$ cat config.mk
export PLATFORM = sky130hd
export DESIGN_NAME = resize_coord_gen_flat
export DESIGN_NICKNAME = d
export VERILOG_FILES = /design/src/rtl/resize_coord_gen_pkg.sv /design/src/rtl/resize_coord_gen_if.sv /design/src/rtl/resize_coord_gen_clamp.sv /design/src/rtl/resize_coord_gen.sv /design/src/flat_wrapper.sv
export SDC_FILE = /design/constraint.sdc
export NUM_CORES = 1
export LEC_CHECK = 0
export CORE_ASPECT_RATIO = 0.8
export CORE_MARGIN = 8
export CORE_UTILIZATION = 55
export CTS_CLUSTER_SIZE = 40
export DETAILED_ROUTE_END_ITERATION = 8
export PLACE_DENSITY = 0.79
export SLEW_MARGIN = 20
export SYNTH_ARGS = -nofsm -noshare
export SYNTH_HDL_FRONTEND = slang
export SYNTH_SLANG_ARGS = --single-unit
$ cat constraint.sdc
create_clock -name clk -period 4 [get_ports clk]
set_input_delay 0.6 -clock clk [delete_from_list [all_inputs] [get_ports clk]]
set_output_delay 0.6 -clock clk [all_outputs]
set_load 0.02 [all_outputs]
$ cat src/rtl/resize_coord_gen_pkg.sv
// Shared constants, state/mode enums and job/beat records for the resize
// coordinate generator.
package pkg_resize_coord_gen;

    localparam int FRAC_BITS = 18;
    localparam int INT_BITS  = 14;
    localparam int IDX_W     = 12;
    localparam int SCALE_W   = INT_BITS + FRAC_BITS;
    // One extra sign bit plus a full index of headroom, so acc can never wrap.
    localparam int ACC_W     = IDX_W + INT_BITS + FRAC_BITS + 1;

    localparam logic [SCALE_W-1:0] ONE_HALF = SCALE_W'(1) << (FRAC_BITS - 1);

    typedef enum logic [1:0] {S_IDLE, S_INIT, S_RUN, S_DONE} STATES_t;
    typedef enum logic [1:0] {M_HALF, M_CORNER, M_NEAREST} MODE_t;

    typedef struct packed {
        logic [1:0]         mode;
        logic [SCALE_W-1:0] scale;
        logic [IDX_W-1:0]   src_len;
        logic [IDX_W-1:0]   dst_len;
    } struct_resize_coord_in;

    typedef struct packed {
        logic [IDX_W-1:0]     sx;
        logic [FRAC_BITS-1:0] fx;
        logic [IDX_W-1:0]     idx;
        logic                 last;
    } struct_resize_coord_out;

endpackage

$ cat src/rtl/resize_coord_gen_if.sv
// Job request, coordinate stream and completion handshake between the resize
// controller (master) and the coordinate generator (slave).
interface resize_coord_if;
    import pkg_resize_coord_gen::*;

    logic                 start;
    logic                 ready;
    logic [1:0]           mode;
    logic [SCALE_W-1:0]   scale;
    logic [IDX_W-1:0]     src_len;
    logic [IDX_W-1:0]     dst_len;
    logic                 out_valid;
    logic                 out_ready;
    logic [IDX_W-1:0]     out_sx;
    logic [FRAC_BITS-1:0] out_fx;
    logic [IDX_W-1:0]     out_idx;
    logic                 out_last;
    logic                 done;
    logic                 taken;

    modport master (
        output start, mode, scale, src_len, dst_len, out_ready, taken,
        input  ready, out_valid, out_sx, out_fx, out_idx, out_last, done
    );

    modport slave (
        input  start, mode, scale, src_len, dst_len, out_ready, taken,
        output ready, out_valid, out_sx, out_fx, out_idx, out_last, done
    );

endinterface

$ cat src/rtl/resize_coord_gen_clamp.sv
// Splits a signed fixed-point source position into an integer index and a
// fractional weight, clamped into the source range [0, max(src_len,1)-1].
module resize_coord_clamp
    import pkg_resize_coord_gen::*;
(
    input  logic signed [ACC_W-1:0] acc,
    input  logic [IDX_W-1:0]        src_len,
    input  logic [1:0]              mode,
    output logic [IDX_W-1:0]        sx,
    output logic [FRAC_BITS-1:0]    fx
);

    logic [IDX_W-1:0]           len_m1;
    logic [ACC_W-FRAC_BITS-1:0] acc_int;
    logic [ACC_W-FRAC_BITS-1:0] lim;

    // Clamp order matters: negative wins over the upper bound.
    always_comb begin
        len_m1  = (src_len == '0) ? '0 : src_len - IDX_W'(1);
        acc_int = acc[ACC_W-1:FRAC_BITS];
        lim     = (ACC_W-FRAC_BITS)'(len_m1);
        if (acc[ACC_W-1]) begin
            sx = '0;
            fx = '0;
        end else if (acc_int >= lim) begin
            sx = len_m1;
            fx = '0;
        end else begin
            sx = acc_int[IDX_W-1:0];
            fx = acc[FRAC_BITS-1:0];
        end
        if (mode == M_NEAREST) begin
            fx = '0;
        end
    end

endmodule

$ cat src/rtl/resize_coord_gen.sv
// Streams one (sx, fx) source coordinate per destination index for one resize
// axis, stepping an accumulator by scale each beat.
module resize_coord_gen (
    input  logic            clk,
    input  logic            resetn,
    resize_coord_if.slave   bus
);
    import pkg_resize_coord_gen::*;

    STATES_t                 state;
    struct_resize_coord_in   cfg;
    struct_resize_coord_out  beat;
    logic signed [ACC_W-1:0] acc;
    logic [IDX_W-1:0]        idx;
    logic                    issued_last;
    logic                    out_valid;
    logic                    ready_r;
    logic                    done_r;

    logic signed [ACC_W-1:0] scale_ext;
    logic signed [ACC_W-1:0] half_ext;
    logic signed [ACC_W-1:0] acc_init;
    logic [IDX_W-1:0]        last_idx;
    logic                    fire;
    logic                    load;
    logic [IDX_W-1:0]        clamp_sx;
    logic [FRAC_BITS-1:0]    clamp_fx;

    resize_coord_clamp u_clamp (
        .acc     (acc),
        .src_len (cfg.src_len),
        .mode    (cfg.mode),
        .sx      (clamp_sx),
        .fx      (clamp_fx)
    );

    // Half-pixel centres start at scale/2 - 0.5; mode 3 falls back to that too.
    always_comb begin
        scale_ext = {{(ACC_W-SCALE_W){1'b0}}, cfg.scale};
        half_ext  = {{(ACC_W-SCALE_W){1'b0}}, ONE_HALF};
        if (cfg.mode == M_CORNER || cfg.mode == M_NEAREST) begin
            acc_init = '0;
        end else begin
            acc_init = (scale_ext >>> 1) - half_ext;
        end
        last_idx = cfg.dst_len - IDX_W'(1);
        fire     = out_valid && bus.out_ready;
        load     = (state == S_RUN) && !issued_last && (!out_valid || bus.out_ready);
    end

    // Control FSM with a one-deep output register; issued_last stops refills
    // once the final beat is in the register.
    always_ff @(posedge clk) begin
        if (!resetn) begin
            state       <= S_IDLE;
            cfg         <= '0;
            beat        <= '0;
            acc         <= '0;
            idx         <= '0;
            issued_last <= 1'b0;
            out_valid   <= 1'b0;
            ready_r     <= 1'b1;
            done_r      <= 1'b0;
        end else begin
            case (state)
                S_IDLE: begin
                    if (bus.start) begin
                        cfg     <= '{mode: bus.mode, scale: bus.scale,
                                     src_len: bus.src_len, dst_len: bus.dst_len};
                        state   <= S_INIT;
                        ready_r <= 1'b0;
                    end
                end
                S_INIT: begin
                    acc         <= acc_init;
                    idx         <= '0;
                    issued_last <= 1'b0;
                    if (cfg.dst_len == '0) begin
                        state  <= S_DONE;
                        done_r <= 1'b1;
                    end else begin
                        state <= S_RUN;
                    end
                end
                S_RUN: begin
                    if (load) begin
                        beat.sx     <= clamp_sx;
                        beat.fx     <= clamp_fx;
                        beat.idx    <= idx;
                        beat.last   <= (idx == last_idx);
                        out_valid   <= 1'b1;
                        issued_last <= (idx == last_idx);
                        acc         <= acc + scale_ext;
                        idx         <= idx + IDX_W'(1);
                    end
                    if (fire && beat.last) begin
                        out_valid <= 1'b0;
                        state     <= S_DONE;
                        done_r    <= 1'b1;
                    end
                end
                S_DONE: begin
                    if (bus.taken) begin
                        state   <= S_IDLE;
                        done_r  <= 1'b0;
                        ready_r <= 1'b1;
                    end
                end
                default: state <= S_IDLE;
            endcase
        end
    end

    assign bus.ready     = ready_r;
    assign bus.done      = done_r;
    assign bus.out_valid = out_valid;
    assign bus.out_sx    = beat.sx;
    assign bus.out_fx    = beat.fx;
    assign bus.out_idx   = beat.idx;
    assign bus.out_last  = beat.last;

endmodule

$ cat src/flat_wrapper.sv
// flat-port wrapper written by rule: the top's interface ports become plain ports
module resize_coord_gen_flat import pkg_resize_coord_gen::*;
  (clk, resetn, bus_start, bus_mode, bus_scale, bus_src_len, bus_dst_len, bus_out_ready, bus_taken, bus_ready, bus_out_valid, bus_out_sx, bus_out_fx, bus_out_idx, bus_out_last, bus_done);
  resize_coord_if bus_i ();
  input  logic clk;
  input  logic resetn;
  input wire logic [$bits(bus_i.start)-1:0] bus_start;
  input wire logic [$bits(bus_i.mode)-1:0] bus_mode;
  input wire logic [$bits(bus_i.scale)-1:0] bus_scale;
  input wire logic [$bits(bus_i.src_len)-1:0] bus_src_len;
  input wire logic [$bits(bus_i.dst_len)-1:0] bus_dst_len;
  input wire logic [$bits(bus_i.out_ready)-1:0] bus_out_ready;
  input wire logic [$bits(bus_i.taken)-1:0] bus_taken;
  output wire logic [$bits(bus_i.ready)-1:0] bus_ready;
  output wire logic [$bits(bus_i.out_valid)-1:0] bus_out_valid;
  output wire logic [$bits(bus_i.out_sx)-1:0] bus_out_sx;
  output wire logic [$bits(bus_i.out_fx)-1:0] bus_out_fx;
  output wire logic [$bits(bus_i.out_idx)-1:0] bus_out_idx;
  output wire logic [$bits(bus_i.out_last)-1:0] bus_out_last;
  output wire logic [$bits(bus_i.done)-1:0] bus_done;
  assign bus_i.start = bus_start;
  assign bus_i.mode = bus_mode;
  assign bus_i.scale = bus_scale;
  assign bus_i.src_len = bus_src_len;
  assign bus_i.dst_len = bus_dst_len;
  assign bus_i.out_ready = bus_out_ready;
  assign bus_i.taken = bus_taken;
  assign bus_ready = bus_i.ready;
  assign bus_out_valid = bus_i.out_valid;
  assign bus_out_sx = bus_i.out_sx;
  assign bus_out_fx = bus_i.out_fx;
  assign bus_out_idx = bus_i.out_idx;
  assign bus_out_last = bus_i.out_last;
  assign bus_done = bus_i.done;
  resize_coord_gen u_core (.clk(clk), .resetn(resetn), .bus(bus_i));
endmodule
==> summary.txt <==
Run status
  • Outcome: complete, no violations

Layout
  • Non-Filler Instances: 1489
  • P&R area growth vs syn: 20.2%
  • Fill count: 1384
  • Final core utilization: 0.678
  • ANT cells: 0
  • Final nets: 1373
  • Ratio of cells with drive above 1 in the final layout: 0.0670

Detailed routing
  • First-pass iteration count of the detailed router: 5
  • Met2 WL: 11300 um
  • Starting DRT DRC Count: 755
  • Top Metal Used: met4
  • Vias: 8954
  • Wirelength, routed: 25700 um
  • Drt wl/cell: 17.3 um
  • Met3 wire length: 1890 um
  • ANT nets after route: 0
  • WL met1: 12100 um
  • Residual DRC: 0
  • DR vias/cell: 6.01

Floorplanning
  • # rows: 42
  • # IOs: 109
  • Core area: 16600 sq um
  • Die Ht: 133 um
  • Die area: 21500 sq um
  • Die W: 162 um
  • Initial Utilization: 0.564

Worst setup path
  • Setup CP Type: register to register
  • CP startpoint kind: register
  • Slowest CP cell: or4_4
  • Worst Path Arrival: 4110 ps
  • CP endpoint kind: register
  • Critical path's top delay family: simple AND/OR/NAND/NOR gates
  • CP peak stage delay: 470 ps
  • Count of buffer and inverter cells on the critical path: 2
  • Critical Path RT: 4360 ps
  • CP cell instances: nor4_4 > nand2_1 > or4_4 > nor4_4 > nor2_1 > inv_1 > ha_1 > nor2b_1 > o21ai_1 > a21oi_1 > a211oi_1 > o31ai_1 > a31oi_2 > buf_12 > mux2_2 > o21ai_1
  • Largest fanout on the critical path: 15

Placement
  • Hpwl dp: 18300 um
  • I/O Buffers: 108
  • Placed Cells: 1457
  • GPL Wtd Cong: 0.913

Clocking
  • Post-CTS Setup Inserts: 0
  • CTS root buffer: clkbuf_16
  • CTS sink count: 164
  • CTS Buffer Depth: 2
  • Hold buffers post-CTS: 0
  • TritonCTS clock tree: built
  • Number of H-tree levels: 4
  • Worst-skew pair later-pin latency: 440 ps
  • Clk slew on worst S/H paths: 70 ps
  • CTS Buf Count: 17

Timing
  • Final Setup Violations: 0
  • Slew HR: 0.301
  • Slew @ Worst Pin: 1040 ps
  • Final Hold Fails: 0
  • Layout Skew: 10.2 ps
  • RSZ-0062 raised after global routing: false
  • Max Fclk: 0.267 GHz
  • Max-slew violation count: 0
  • Final worst path period share: 0.938
  • Period minus WS final: 3750 ps
  • Setup tns final: 0 ps

Synth
  • Post-synth EDFFs: 0
  • Mapped Area: 9370 sq um
  • Netlist cell types: 78
  • FF+latch count, synth: 164
  • Synth warn: 0
  • Post-Syn Instances: 1175
  • Register area share after synthesis: 0.350
  • Syn_area_per_cell: 7.98 sq um
  • Syn nets: 1292
  • Async S/R FF share, synth: 0
  • Synth Flop Type: dfxtp_1

GRT
  • Total GRT Usage: 0.236
  • Initial antenna violation count: 0
  • Largest net degree at the start of global routing: 86
  • Congestion Overflow GR: 0
  • First-pass GRT wire length: 42100 um
  • Vias in the first global route: 8352

Run
  • Max cap viols: 0

Power and ir drop
  • Peak supply drop: 0.696 mV
  • Pleak: 4.54 nW
  • Power per cell area: 667 nW/um^2

Min path
  • Hold crit path type: register to register
-- synthesized netlist by cell type (5+ instances only) --
cell	instances	area [sq um]
nand2_1	199	747
dfxtp_1	164	3280
a21oi_1	132	661
nor2_1	81	304
clkbuf_1	55	206
ha_1	53	663
o21ai_0	53	265
nor3_1	43	215
inv_1	35	131
xor2_1	33	289
xnor2_1	27	236
a21o_1	26	195
a221oi_1	18	158
a22o_1	18	158
and3_1	15	93.8
nand3_1	15	75.1
nand4_1	14	87.6
or3_1	13	81.3
mux2i_1	12	120
a211oi_1	10	75.1
nand2b_1	10	62.6
nor3b_1	9	67.6
nor4_1	8	50.1
nor2b_1	7	43.8
o21a_1	7	52.6
a311oi_1	6	52.6
and2_1	6	37.5
o211ai_1	6	45.0
o21ai_1	6	30.0
or4_1	5	37.5
-- registers in the layout, summed over array words and instances, names as in the netlist --
signal and cells:
u_core.acc 45, u_core.bus.out_valid 1, u_core.bus.out_idx 12, u_core.bus.out_last 1, u_core.bus.out_sx 12, u_core.bus.done 1, u_core.bus.out_fx 18, u_core.bus.ready 1
u_core.idx 12, u_core.issued_last 1, u_core.state 2, u_core.cfg 58
-- metrics by stage --
step / setup WS [ps] / area, sq um / total power, mW / hold slack [ps]
floorplan: 290 / 9370 / 4.76 / 434
global placement: 338 / 10600 / 5.65 / 442
detailed placement: 185 / 10600 / 5.76 / 449
CTS: 167 / 11200 / 7.47 / 458
global route: 14.5 / 11300 / 8.01 / 479
finish: 248 / 11300 / 7.51 / 458
-- tightest hold or removal path, delay by kind of cell (launching register included) --
| kind | cells | cell delay [ps] |
|---|---|---|
| AOI/OAI and AO/OA | 1 | 50 |
| DFF | 1 | 310 |
| and+or+nand+nor | 1 | 50 |
-- where the power goes --
group	internal, mW	switching (mW)	leakage (nW)	total [mW]
logic	1.41	2.13	2.90	3.54
clock network	0.951	0.754	0.303	1.70
registers	1.93	0.335	1.34	2.27
total	4.30	3.22	4.54	7.51
-- kinds of logic after synthesis --
| logic type | Yosys count | synth area share |
|---|---|---|
| adder cells (fa/ha/maj) | 54 | 0.0729 |
| AO/OA/AOI/OAI | 342 | 0.242 |
| flip-flops | 164 | 0.350 |
| multiplexers | 15 | 0.0164 |
| AND/OR/NAND/NOR | 443 | 0.222 |
| XOR/XNOR | 60 | 0.0561 |
| buffers and inverters | 97 | 0.0394 |
-- cell type report --
cell class,count,area [sq um],share of cell area
Timing Repair Buffer,124,1220,0.108
Clock inverter,15,185,0.0164
Inverter,35,131,0.0117
Multi-Input combinational cell,914,5750,0.510
Clock buffer,17,425,0.0378
Sequential cell,164,3280,0.291
Tap cell,220,275,0.0244
-- what timing repair did --
item	in CTS	in global routing
hold endpoints to repair	0	0
gates resized for setup	0	4
setup endpoints to repair	0	24
-- cells in the final DEF, fill, tap and decap left out, types with 5 or more instances in the layout --
master           instances
a211oi_1                10
a21o_1                  26
a21oi_1                131
a221oi_1                18
a22o_1                  18
a311oi_1                 6
and2_1                   5
and3_1                  15
buf_4                   14
clkbuf_16               17
clkdlybuf4s50_1        108
dfxtp_1                164
ha_1                    53
inv_1                   34
inv_6                    7
mux2i_1                 12
nand2_1                198
nand2b_1                10
nand3_1                 15
nand4_1                 14
nor2_1                  80
nor2b_1                  6
nor3_1                  43
nor3b_1                  9
nor4_1                   8
o211ai_1                 6
o21a_1                   7
o21ai_0                 52
o21ai_1                  7
or3_1                   13
xnor2_1                 27
xor2_1                  33
-- worst paths after layout --
path	endpoint	slack [ps]	from	cells after the start
hold / removal	u_core.bus.out_idx[11]	460	u_core.bus.out_idx[11]	2
setup / recovery	u_core.bus.out_sx[2]	250	u_core.cfg[14]	16
hold reg to reg	u_core.bus.out_idx[11]	460	u_core.bus.out_idx[11]	2
setup reg to reg	u_core.bus.out_sx[2]	250	u_core.cfg[14]	16
-- metal layers --
metal  vias to the layer above  global-route usage
met5                         -                   0
met3                        36              0.0511
li1                       4383                   -
met4                         0              0.0744
met1                      4201               0.326
met2                       334               0.358
Note: power is estimated with default switching activity, not from simulation.
